**src/rtl/rb.sv**
```systemverilog
// Reads num_words words from RAM and streams their low DATA_W bits downstream.
// First word valid two clocks after start; ren is throttled so the 2-entry FIFO never overflows.
module rb #(
  parameter int ADDR_W = 13,
  parameter int DATA_W = 20
) (
  input  logic              clk,
  input  logic              rst,
  input  logic              start,
  input  logic [11:0]       num_words,
  output logic [ADDR_W-1:0] r_addr,
  output logic              ren,
  input  logic [31:0]       dataRAM,
  output logic [DATA_W-1:0] data_out,
  output logic              valid,
  input  logic              ready,
  output logic              busy,
  output logic              done
);

  localparam logic [1:0] IDLE  = 2'd0;
  localparam logic [1:0] READ  = 2'd1;
  localparam logic [1:0] DRAIN = 2'd2;

  logic [1:0]        state_q, state_d;
  logic [11:0]       remaining_q, remaining_d;
  logic [ADDR_W-1:0] r_addr_q, r_addr_d;
  logic              inflight_q;
  logic [1:0]        cnt_q;
  logic              rd_ptr_q, wr_ptr_q;
  logic [DATA_W-1:0] mem0_q, mem1_q;
  logic              zero_done_q, zero_done_d;

  logic       pop;
  logic       push;
  logic       last_pop;
  logic [2:0] occ;
  logic       unused_hi;

  assign unused_hi = ^dataRAM[31:DATA_W];

  assign valid    = (cnt_q != 2'd0);
  assign pop      = valid & ready;
  assign push     = inflight_q;
  // Occupancy after this cycle's pop, counting the word still on its way back from RAM.
  assign occ      = {1'b0, cnt_q} + {2'b00, inflight_q} - {2'b00, pop};
  assign ren      = (state_q == READ) && (remaining_q != 12'd0) && (occ < 3'd2);
  assign last_pop = (state_q == DRAIN) && !inflight_q && (cnt_q == 2'd1) && pop;
  assign done     = zero_done_q | last_pop;
  assign busy     = (state_q != IDLE);
  assign r_addr   = r_addr_q;
  assign data_out = valid ? (rd_ptr_q ? mem1_q : mem0_q) : '0;

  always_comb begin
    state_d     = state_q;
    remaining_d = remaining_q;
    r_addr_d    = r_addr_q;
    zero_done_d = 1'b0;
    case (state_q)
      IDLE: begin
        if (start) begin
          if (num_words != 12'd0) begin
            state_d     = READ;
            remaining_d = num_words;
            r_addr_d    = '0;
          end else begin
            zero_done_d = 1'b1;
          end
        end
      end
      READ: begin
        if (ren) begin
          remaining_d = remaining_q - 12'd1;
          r_addr_d    = r_addr_q + ADDR_W'(4);
          if (remaining_q == 12'd1) state_d = DRAIN;
        end
      end
      DRAIN: begin
        if (last_pop) state_d = IDLE;
      end
      default: state_d = IDLE;
    endcase
  end

  always_ff @(posedge clk or negedge rst) begin
    if (!rst) begin
      state_q     <= IDLE;
      remaining_q <= '0;
      r_addr_q    <= '0;
      inflight_q  <= 1'b0;
      cnt_q       <= '0;
      rd_ptr_q    <= 1'b0;
      wr_ptr_q    <= 1'b0;
      mem0_q      <= '0;
      mem1_q      <= '0;
      zero_done_q <= 1'b0;
    end else begin
      state_q     <= state_d;
      remaining_q <= remaining_d;
      r_addr_q    <= r_addr_d;
      inflight_q  <= ren;
      zero_done_q <= zero_done_d;
      cnt_q       <= cnt_q + {1'b0, push} - {1'b0, pop};
      if (push) begin
        if (wr_ptr_q) mem1_q <= dataRAM[DATA_W-1:0];
        else          mem0_q <= dataRAM[DATA_W-1:0];
        wr_ptr_q <= ~wr_ptr_q;
      end
      if (pop) rd_ptr_q <= ~rd_ptr_q;
    end
  end

endmodule

```
**config.mk**
```make
export PLATFORM = sky130hd
export DESIGN_NAME = rb
export DESIGN_NICKNAME = d
export VERILOG_FILES = /design/src/rtl/rb.sv
export SDC_FILE = /design/constraint.sdc
export NUM_CORES = 1
export LEC_CHECK = 0
export CORE_AREA = 4 4 98 118
export DETAILED_ROUTE_END_ITERATION = 8
export DIE_AREA = 0 0 102 122
export GPL_ROUTABILITY_DRIVEN = 0
export GPL_TIMING_DRIVEN = 0
export PLACE_DENSITY = 0.65
export SYNTH_ARGS = -nofsm -noshare
export SYNTH_HDL_FRONTEND = slang
export SYNTH_SLANG_ARGS = --single-unit
```
**constraint.sdc**
```tcl
create_clock -name clk -period 5.05 [get_ports clk]
set_input_delay 1.01 -clock clk [delete_from_list [all_inputs] [get_ports clk]]
set_output_delay 1.01 -clock clk [all_outputs]
set_load 0.02 [all_outputs]
```
# == Word-level counts from Yosys, hierarchy flattened ==
# Index checks and enable logic that the tools add are counted.
# classes
add_sub_neg,6
n_mul,0
div,0
magnitude_cmp,1
n_eq_ne,9
shift,0
muxes,19
n_bitwise,4
n_reduce_logical,16
# ops
operator,n
$mux 20,2
$mux 13,3
$mux 12,3
$pmux 13 s2,1
$pmux 12 s2,1
$reduce_bool 12->1,2
$add 13x3->13 const B,1
$eq 12x1->1 const B,1
$sub 12x1->12 const B,1
$mux 2,5
$ne 2x2->1 const B,4
$pmux 2 s3,1
$reduce_bool 2->1,3
$logic_and 1x1->1,5
$reduce_and 5->1,1
$eq 2x1->1 const B,2
$reduce_and 2->1,2
$reduce_and 4->1,1
$add 2x1->3,1
$lt 3x2->1 const B,1
$mux 1,3
$sub 3x1->3,1
$add 2x1->2,1
$eq 2x2->1 const B,1
other kinds (7),8
# totals
reg_bits,73
latch_bits,0
mem_bits_rw,0
romBits,0
input_bits,48
output_inout_bits,37
word_cells,65
n_memories,0

# == Logic depth before layout (Yosys ltp) ==
# logic_depth
word_depth,7
ltp_mapped,14
ltp_nobuf,12

# == Worst setup path after synthesis ==
# OpenSTA, ideal clock, no wires.
# synth_path
path_kind,in2out
start,input port ready
end,output port ren
arrival_ns,3.071
required_time_ns,4.040
path_slack_ns,0.969
cell_stages,11
path_buffers,2
path_cell_list,nor2b_1 ha_1 inv_1 ha_1 fa_1 xnor2_1 or3_1 clkbuf_1 or2_4 inv_2 buf_6
# synth_between
elab_chain_len,4
# synth_rtl
element,line_no,source
from (decl),16,"input logic ready,"
$and 1x1->1,43,assign pop = valid & ready;
$sub 3x1->3,46,"assign occ = {1'b0, cnt_q} + {2'b00, inflight_q} - {2'b00, pop};"
$lt 3x2->1,47,assign ren = (state_q == READ) && (remaining_q != 12'd0) && (occ < 3'd2);
$logic_and 1x1->1,47,
to (decl),12,"output logic ren,"
# Every way passes these cells.

# == Final worst setup path ==
# layout_path
start,input port ready
end,output port ren
# layout_between
elab_chain_len,4
# layout_rtl
element,line_no,source
$and 1x1->1,43,
via pop,34,logic pop;
$sub 3x1->3,46,
via occ[1],37,logic [2:0] occ;
$lt 3x2->1,47,
$logic_and 1x1->1,47,
# The timed path passes the listed nets, and every way through them passes these cells.

==> flow_metrics.py <==
metrics = {
    "grt": {
        "grt_pass1_wl_mm": 13.49,
        "grt_antenna_before_repair": 0,
        "grt.overflow.total": 0,
        "grt_pass1_vias": 2858,
        "track_usage": 0.1373,
        "grt_max_degree": 72,
    },
    "final_layout": {
        "drive_above_1_share": 0.1682,
        "final_nets": 472,
        "register_area_mm2": 0.001777,
        "n_antenna_cell": 0,
        "fin_util": 0.4505,
        "fin_cells": 551,
        "fillers": 1004,
        "multi_input_area_mm2": 0.001654,
        "final_cell_area_mm2": 0.004715,
        "syn2layout_area_growth_pct": 32.30,
    },
    "setup_path": {
        "cp.arrival_ns": 3.85,
        "startpoint_type": "input port",
        "cp_common_cell": "ha_1",
        "reg2reg_slack_ns": 1.66,
        "cp_slowest_cell": "clkdlybuf4s50_1",
        "crit_required_ns": 4.04,
        "worst-path-max-fanout": 11,
        "crit_type": "input port to primary output",
        "cp-end-kind": "primary output",
        "cp_cell_sequence": "clkdlybuf4s50_1, nor2b_1, ha_1, inv_1, ha_1, fa_1, or3_1, clkbuf_1, or2_4, inv_2, buf_6, clkbuf_2",
        "slowest_delay_ns": 0.47,
    },
    "routing": {
        "drt_pass1_iterations": 4,
        "viasPerCell": 5.051,
        "via_count": 2783,
        "wl_per_cell_um": 15.04,
        "drt_iter0_drc": 161,
        "antenna_left": 0,
        "remaining_drc_errors": 0,
        "routed_wl_mm": 8.285,
    },
    "synth": {
        "synth_flop_cell": "dfrtp_1",
        "synthTopCellsByArea": "dfrtp_1 (50%), mux2_2 (13%), mux2i_1 (5.6%), nor2_1 (3.9%), o21ai_0 (2.9%)",
        "synth-edff-count": 0,
        "ys_ff_latch": 71,
        "ys_top_cells_by_count": "dfrtp_1 (71), mux2_2 (40), nor2_1 (37)",
        "yosysTopAreaCell": "dfrtp_1",
        "synth_cells": 335,
        "synth_area_mm2": 0.003563,
        "synthArstFlopShare": 1.000,
        "yosysWarnings": 0,
        "synth_top_area_share": 0.4986,
        "avgSynthCellArea_um2": 10.64,
        "seq_area_frac_synth": 0.4986,
        "ys_types": 49,
        "synthMostInstantiatedCell": "dfrtp_1",
    },
    "timing": {
        "fin_crit_sh": 0.9628,
        "totalNegativeSetupSlack_ns": 0,
        "slew_headroom": 0.3981,
        "finalSetupViolations": 0,
        "finalMaxSlewViolations": 0,
        "rsz0062_at_grt": "false",
        "layout_min_cycle_time_ns": 4.862,
        "setup_ws_ns": 0.1877,
        "hold_viol_final": 0,
        "tightestPinTransition_ns": 0.9028,
        "clock_skew_ns": 0.005274,
        "fmax_mhz": 205.7,
    },
    "placed_design": {
        "place_ws_ns": -0.2582,
        "place_area_mm2": 0.004427,
        "port_buffers": 70,
        "dp.cells": 535,
        "post-dp-hpwl_mm": 6.014,
    },
    "run_status": {
        "status": "completed",
    },
    "clock_network": {
        "cts_root_buffer": "clkbuf_16",
        "cts_hold_repair.buffers": 0,
        "cts_tree": "yes",
        "cts_max_level": 3,
        "cts.sinks": 71,
        "clockBufferDepth": 2,
        "clkLatencyLatePin_ns": 0.32,
        "clk_pin_slew_ns": 0.05,
        "cts_buffers": 9,
    },
    "run": {
        "maxCapViolations": 0,
    },
    "hold_path": {
        "hold_class": "flip-flop to flip-flop",
    },
    "floorplan": {
        "core_mm2": 0.01047,
        "die_area_mm2": 0.01244,
        "die_h_um": 122,
        "initial_utilization": 0.3405,
        "fp-row-count": 41,
        "ios": 85,
        "die_x_um": 102,
    },
    "power_and_ir_drop": {
        "leakagePower_nw": 2.017,
        "ir_drop_uv": 303.9,
        "pwr_density_cell_mw_per_mm2": 684.7,
    },
}
-- worst max-delay path: cells and delay by family --
| kind | cells | cell delay, ns |
|---|---|---|
| fa+ha+maj | 3 | 0.84 |
| buf+inv | 6 | 1.12 |
| simple gates | 3 | 0.89 |
-- power breakdown --
group	total [mW]	internal [mW]	switching (mW)
Combinational	1.62	0.778	0.841
Sequential	0.989	0.827	0.162
Clock	0.620	0.395	0.225
-- metrics by stage --
| stage | hold slack, ns | total power [mW] |
|---|---|---|
| global placement | 0.4808 | 2.607 |
| finish | 0.4898 | 3.228 |
| global route | 0.5135 | 3.461 |
| floorplan | 0.4610 | 2.039 |
| CTS | 0.4919 | 3.277 |
| detailed placement | 0.4846 | 2.649 |
-- logic make-up after synthesis --
kind of cell / count (synthesis) / synth area share
adder cells (fa/ha/maj): 7 / 0.02669
other: 1 / 0.001052
multiplexers: 60 / 0.1826
XOR/XNOR: 3 / 0.007375
buffers and inverters: 30 / 0.03827
AO/OA/AOI/OAI: 63 / 0.1057
flip-flops: 71 / 0.4986
AND/OR/NAND/NOR: 100 / 0.1397
-- cell type report --
type / count / share of cell area
Timing Repair Buffer: 70 / 0.1470
Buffer: 20 / 0.02097
Inverter: 10 / 0.007962
Tap cell: 129 / 0.03424
Clock inverter: 3 / 0.009023
Sequential cell: 71 / 0.3769
Clock buffer: 13 / 0.05308
Multi-Input combinational cell: 235 / 0.3509
-- layer usage --
| layer | GRT usage | up-vias | part of all wire |
|---|---|---|---|
| li1 | - | 1343 | - |
| met1 | 0.1563 | 1359 | 0.41 |
| met2 | 0.2398 | 71 | 0.51 |
| met3 | 0.04124 | 10 | 0.057 |
| met4 | 0.05168 | 0 | 0.015 |
| met5 | 0 | - | 0 |
-- sequential cells by signal, summed over array words and instances (netlist names) --
signal       flops
inflight_q       1
zero_done_q      1
cnt_q            2
remaining_q     12
mem0_q          20
wr_ptr_q         1
state_q          2
mem1_q          20
rd_ptr_q         1
r_addr          11
-- path summary, 6_finish.rpt --
check	cells past startpoint	from	to
min in group asynchronous	1	rst	mem1_q[3]$_DFFE_PN0P_
max	12	ready	ren
min	1	wr_ptr_q$_DFFE_PN0P_	wr_ptr_q$_DFFE_PN0P_
max in group asynchronous	1	rst	remaining_q[2]$_DFFE_PN0P_
max reg2reg	12	cnt_q[1]$_DFF_PN0_	remaining_q[9]$_DFFE_PN0P_
min reg2reg	1	wr_ptr_q$_DFFE_PN0P_	wr_ptr_q$_DFFE_PN0P_
-- layout by cell type (no fill, tap or decap), types with 2 or more instances in the layout --
cell type and count:
clkdlybuf4s50_1 68, a31oi_1 5, nor4_1 6, mux2_2 40, dfrtp_1 71, or3_1 2
nand2b_1 3, nor2_1 37, xor2_1 2, nor2b_1 3, or3b_2 2, a21oi_1 14
o22ai_1 3, buf_1 4, clkbuf_16 9, a21o_1 4, o21ai_1 3, and3_1 4
inv_1 9, o21a_1 2, o21ai_0 21, clkbuf_1 13, mux2i_1 20, nand3_1 5
nand2_1 19, ha_1 6, buf_4 5, a22o_1 2, or2_2 3, nand4_1 2
nor3_1 9, conb_1 2
-- what timing repair did --
action	4_1_cts	5_1_grt
pin swaps	0	0
setup endpoints to repair	1	1
gates resized for setup	2	1
setup buffers	0	0
No activity file was read; power rests on OpenSTA's default activity.
